[config.mk]
export PLATFORM = sky130hd
export DESIGN_NAME = aes_ctr_feeder
export DESIGN_NICKNAME = d
export VERILOG_FILES = /design/src/rtl/aes_ctr_pkg.sv /design/src/rtl/aes_vld_pipe.sv /design/src/rtl/aes_ctr_feeder.sv
export SDC_FILE = /design/constraint.sdc
export NUM_CORES = 1
export LEC_CHECK = 0
export CAP_MARGIN = 20
export CORE_AREA = 3 3 310 312
export CTS_CLUSTER_SIZE = 40
export DETAILED_ROUTE_END_ITERATION = 8
export DIE_AREA = 0 0 313 315
export PLACE_DENSITY_LB_ADDON = 0.2
export SYNTH_ARGS = -nofsm -noshare
export SYNTH_HDL_FRONTEND = slang
export SYNTH_SLANG_ARGS = --single-unit
export TNS_END_PERCENT = 5
[constraint.sdc]
create_clock -name CLK -period 2.6 [get_ports CLK]
set_input_delay 0.52 -clock CLK [delete_from_list [all_inputs] [get_ports CLK]]
set_output_delay 0.52 -clock CLK [all_outputs]
set_load 0.05 [all_outputs]
[src/rtl/aes_ctr_pkg.sv]
// Shared types and sizes for the AES-CTR feeder and its tag delay line.
package aes_ctr_pkg;

  localparam int unsigned AES_BLK_W   = 128;
  localparam int unsigned AES_KEY_W   = 256;
  localparam int unsigned NBLK_W      = 32;
  localparam int unsigned DEF_CNT_W   = 32;
  localparam int unsigned DEF_LATENCY = 20;

  typedef enum logic [1:0] {
    ST_IDLE  = 2'd0,
    ST_RUN   = 2'd1,
    ST_DRAIN = 2'd2
  } ctr_state_e;

  // Qualifier carried alongside a block through the free-running core.
  typedef struct packed {
    logic valid;
    logic last;
  } vld_tag_t;

endpackage

[src/rtl/aes_vld_pipe.sv]
// LATENCY-deep {valid, last} shift register mirroring the AES core pipeline depth.
module aes_vld_pipe import aes_ctr_pkg::*; #(
  parameter int unsigned LATENCY = DEF_LATENCY
) (
  input  logic clk,
  input  logic rst_n,
  input  logic in_valid,
  input  logic in_last,
  output logic out_valid,
  output logic out_last
);

  vld_tag_t tags [LATENCY];

  // Last is masked by valid on entry so it can never appear unqualified.
  always_ff @(posedge clk or negedge rst_n) begin
    if (!rst_n) begin
      for (int i = 0; i < LATENCY; i++) begin
        tags[i] <= '0;
      end
    end else begin
      tags[0].valid <= in_valid;
      tags[0].last  <= in_valid & in_last;
      for (int i = 1; i < LATENCY; i++) begin
        tags[i] <= tags[i-1];
      end
    end
  end

  assign out_valid = tags[LATENCY-1].valid;
  assign out_last  = tags[LATENCY-1].last;

endmodule

[src/rtl/aes_ctr_feeder.sv]
// Counter-mode job front end for the AES-256 core; issues one counter block per cycle.
// Optional counter-wrap detection enabled by defining AES_CTR_WRAP_CHECK_EN.
module aes_ctr_feeder import aes_ctr_pkg::*; #(
  parameter int unsigned LATENCY = DEF_LATENCY,
  parameter int unsigned CNT_W   = DEF_CNT_W
) (
  input  logic                 CLK,
  input  logic                 RST_N,
  input  logic                 CFG_VALID,
  output logic                 CFG_READY,
  input  logic [AES_KEY_W-1:0] CFG_KEY,
  input  logic [AES_BLK_W-1:0] CFG_IV,
  input  logic [NBLK_W-1:0]    CFG_NBLK,
  input  logic                 HOLD,
  output logic [AES_BLK_W-1:0] STATE,
  output logic [AES_KEY_W-1:0] KEY,
  output logic                 IN_VALID,
  output logic                 KS_VALID,
  output logic                 KS_LAST,
  output logic                 BUSY,
  output logic                 ERR_WRAP
);

  localparam int unsigned NONCE_W = AES_BLK_W - CNT_W;

  ctr_state_e         st;
  logic [NONCE_W-1:0] nonce;
  logic [CNT_W-1:0]   ctr;
  logic [NBLK_W-1:0]  remaining;
  logic               in_last;
  logic               wrap_stop_c;
  logic               issue_last_c;

`ifdef AES_CTR_WRAP_CHECK_EN
  logic err_wrap;
  assign wrap_stop_c = (&ctr) && (remaining > NBLK_W'(1));
  assign ERR_WRAP    = err_wrap;
`else
  assign wrap_stop_c = 1'b0;
  assign ERR_WRAP    = 1'b0;
`endif

  assign issue_last_c = (remaining == NBLK_W'(1)) || wrap_stop_c;

  always_ff @(posedge CLK or negedge RST_N) begin
    if (!RST_N) begin
      st        <= ST_IDLE;
      CFG_READY <= 1'b1;
      BUSY      <= 1'b0;
      STATE     <= '0;
      KEY       <= '0;
      IN_VALID  <= 1'b0;
      in_last   <= 1'b0;
      nonce     <= '0;
      ctr       <= '0;
      remaining <= '0;
`ifdef AES_CTR_WRAP_CHECK_EN
      err_wrap  <= 1'b0;
`endif
    end else begin
      case (st)
        ST_IDLE: begin
          IN_VALID <= 1'b0;
          in_last  <= 1'b0;
          // A zero-length job is accepted but never leaves IDLE.
          if (CFG_VALID) begin
            KEY       <= CFG_KEY;
            nonce     <= CFG_IV[AES_BLK_W-1:CNT_W];
            ctr       <= CFG_IV[CNT_W-1:0];
            remaining <= CFG_NBLK;
`ifdef AES_CTR_WRAP_CHECK_EN
            err_wrap  <= 1'b0;
`endif
            if (CFG_NBLK != '0) begin
              st        <= ST_RUN;
              CFG_READY <= 1'b0;
              BUSY      <= 1'b1;
            end
          end
        end
        ST_RUN: begin
          if (HOLD) begin
            IN_VALID <= 1'b0;
            in_last  <= 1'b0;
          end else begin
            STATE     <= {nonce, ctr};
            IN_VALID  <= 1'b1;
            in_last   <= issue_last_c;
            ctr       <= ctr + CNT_W'(1);
            remaining <= remaining - NBLK_W'(1);
`ifdef AES_CTR_WRAP_CHECK_EN
            if (wrap_stop_c) err_wrap <= 1'b1;
`endif
            if (issue_last_c) st <= ST_DRAIN;
          end
        end
        ST_DRAIN: begin
          IN_VALID <= 1'b0;
          in_last  <= 1'b0;
          if (KS_LAST) begin
            st        <= ST_IDLE;
            CFG_READY <= 1'b1;
            BUSY      <= 1'b0;
          end
        end
        default: begin
          st        <= ST_IDLE;
          CFG_READY <= 1'b1;
          BUSY      <= 1'b0;
          IN_VALID  <= 1'b0;
          in_last   <= 1'b0;
        end
      endcase
    end
  end

  aes_vld_pipe #(.LATENCY(LATENCY)) u_vld_pipe (
    .clk      (CLK),
    .rst_n    (RST_N),
    .in_valid (IN_VALID),
    .in_last  (in_last),
    .out_valid(KS_VALID),
    .out_last (KS_LAST)
  );

endmodule
==> flow_metrics.py <==
metrics = {
    "critical_path": {
        "end_kind": "output pin",
        "cp_top_family": "buffers and inverters",
        "crit_buf_inv": 1,
        "crit_path_max_incr_delay_ps": 800,
        "cp_slowest_cell": "clkdlybuf4s50_1",
        "worstPathCellList": "clkdlybuf4s50_1",
        "required_ps": 2080,
        "reg2regPathDepth": 5,
        "critPathLaunchType": "flop",
        "path_class": "flop to output pin",
        "worst_ep_arrival_time_ps": 1930,
        "rrSetupSlack_ps": 280,
        "timing.rr.end": "ctr[31]",
        "cp_max_fo": 2,
        "rr_startpoint": "ctr[11]",
    },
    "final_layout": {
        "nets": 3852,
        "layout-drive-gt1-share_pct": 6.60,
        "area_growth_pct": 54.9,
        "fill_cells": 9490,
    },
    "clock_network": {
        "cts_buffer_depth": 3,
        "clock_sinks": 590,
        "clkLatencyLatePin_ps": 610,
        "root_buffer": "clkbuf_16",
        "cts_tree": "built",
        "h-tree-depth": 3,
        "cts_setup_buffers": 0,
        "cts_inserted_buffers": 72,
        "path_clk_slew_ps": 60,
    },
    "timing": {
        "finalSetupTns_ps": 0,
        "worstMarginPinSlew_ps": 705,
        "rsz0062_at_grt": "false",
        "finalMaxSlewViolations": 0,
        "period_needed_ps": 2450,
        "fin_crit_sh_pct": 94.3,
        "relSlewSlack_pct": 52.8,
        "setup_violations": 0,
        "fmax_mhz": 408,
        "finalWorstSetupSlack_ps": 148,
        "finalHoldViolCount": 0,
        "fin_skew_ps": 18.9,
    },
    "worst_hold_path": {
        "hold_depth": 0,
        "worstHoldStart": "u_vld_pipe.tags[14]",
        "hp-class": "flop to flop",
        "min_to": "u_vld_pipe.tags[12]",
    },
    "routing": {
        "detail-route-antenna-nets": 0,
        "num_vias": 20500,
        "post_drt_wl_per_cell_um": 18.7,
        "drcViolationCount": 0,
        "drt_iter0_drc": 1293,
        "firstDrtPassIters": 5,
        "viasPerCell": 4.32,
        "wirelength_um": 89000,
    },
    "synthesis": {
        "syn-cell-area_um2": 23300,
        "synth_area_leaders": "dfrtp_1, nand2_1, clkbuf_1, a21oi_1, nor2_1",
        "yosys_warnings": 0,
        "synth-edff-count": 0,
        "synth_area_leader_cell": "dfrtp_1",
        "postSynthAreaPerCell_um2": 8.92,
        "syn_inst": 2608,
        "syn_nets": 3031,
        "ys_seq_area_share_pct": 63.5,
        "synth_top_area_share_pct": 63.4,
        "synth_ff_type": "dfrtp_1",
        "async_flop_share_pct": 100,
        "synth_cell_types": 61,
        "ys_seq_elements": 590,
    },
    "power": {
        "leakagePower_uw": 0.0173,
        "power_density_nw_per_um2": 1450,
        "vdd_drop_max_mv": 0.611,
    },
    "grt": {
        "grt_max_degree": 83,
        "track_usage_pct": 17.5,
        "grt_pass1_vias": 20400,
        "grt_pass1_wl_um": 133000,
        "gr-total-overflow": 0,
        "antenna_found_initial": 13,
    },
    "floorplan": {
        "num_rows": 112,
        "fp.dieW_um": 313,
        "initial_utilization_pct": 24.9,
        "core_um2": 93300,
        "die_h_um": 315,
        "fp.dieArea_um2": 98600,
        "ios": 810,
    },
    "job": {
        "maxCapViolCount": 0,
    },
    "place": {
        "gp_routability_congestion": 0.830,
        "io_buffers": 808,
        "place_ws_ps": 192,
        "hpwl_um": 65400,
    },
    "outcome": {
        "status": "finished, final reports clean",
    },
}
final cells by class:
type / count / area [um2] / share of cell area (%)
inverter: 9 / 38.8 / 0.108
clock buffer: 104 / 2230 / 6.19
sequential: 590 / 14800 / 41.0
timing repair buffer: 894 / 9200 / 25.6
antenna: 8 / 20.0 / 0.0556
tap: 1254 / 1570 / 4.36
clock inverter: 26 / 262 / 0.726
multi-input combinational: 1862 / 7930 / 22.0
power by group:
group	total, uW	leakage, uW	switching (uW)	internal, uW
combinational	25500	0.00848	17300	8150
clock	10500	0.00123	4120	6360
sequential	16200	0.00755	2790	13400
worst max path at each step:
stage	startpoint	endpoint	slack, ps	cells past startpoint
after detailed placement	HOLD	ctr[19]	190	6
after global routing	STATE[81]	STATE[81]	70	1
after floorplan	remaining[2]	remaining[11]	620	5
final	CFG_READY	CFG_READY	150	1
after CTS	CFG_READY	CFG_READY	70	1
after global placement	HOLD	ctr[25]	190	7
timing repair:
item | CTS | global route
hold buffers | 1 | 0
endpoints found under the setup margin | 0 | 0
endpoints found under the hold margin | 41 | 0
gates resized for setup | 0 | 0
cell usage after synthesis, types with 9 or more instances:
cell type,count
nand2_1,1485
dfrtp_1,589
clkbuf_1,127
a21oi_1,60
nor2_1,51
nand3_1,34
o21ai_0,34
nor3_1,21
o22ai_1,19
nand4_1,17
nor4_1,14
and3_1,11
buf_1,11
o22a_1,9
kinds of logic (layout without fill, tap and decap cells):
logic type,count (synthesis),in the layout,synth area share [%]
and+or+nand+nor,1674,1674,28.6
DFF,590,590,63.5
AOI/OAI and AO/OA,180,180,4.93
buffers and inverters,156,1033,2.58
muxes,4,4,0.172
adders and majority gates,3,3,0.161
other,1,9,0.0161
per-stage QoR:
| stage | area, um2 | total power, uW | hold WS [ps] | instances | utilization (%) |
|---|---|---|---|---|---|
| global route | 36000 | 55100 | 353 | 4745 | 38.6 |
| finish | 36000 | 52200 | 344 | 4747 | 38.6 |
| global placement | 33500 | 42000 | 333 | 4608 | 35.9 |
| CTS | 36000 | 52900 | 347 | 4739 | 38.6 |
| floorplan | 23300 | 31500 | 224 | 2608 | - |
| detailed placement | 33500 | 42100 | 335 | 4608 | 35.9 |
flip-flops by register name, indices dropped and copies added, names as in the netlist, 2 cells and up:
signal	count
remaining	32
STATE	128
u_vld_pipe.tags	38
st	2
KEY	256
ctr	32
nonce	96
placed cells by master, fill, tap and decap left out, drive strengths merged, types with 6 or more instances in the layout:
master         synthesis  routed
a21oi                 60      60
a2bb2oi                8       8
a31oi                  7       7
a41oi                  6       6
and3                  11      11
buf                   20      86
clkbuf               127     104
clkdlybuf4s50          0     807
clkinv                 0      17
dfrtp                589     589
diode                  0       8
inv                    9       9
nand2               1486    1486
nand3                 34      34
nand4                 18      18
nor2                  51      51
nor3                  22      22
nor4                  17      17
o21ai                 34      34
o22a                   9       9
o22ai                 19      19
or3                    8       8
layer usage:
layer  share of wire (%)  track usage [%]
met1                  42             22.1
met2                  48             28.7
met3                 7.8             5.53
met4                 2.4             5.57
met5               0.048                0
(Power assumes the default switching activity.)
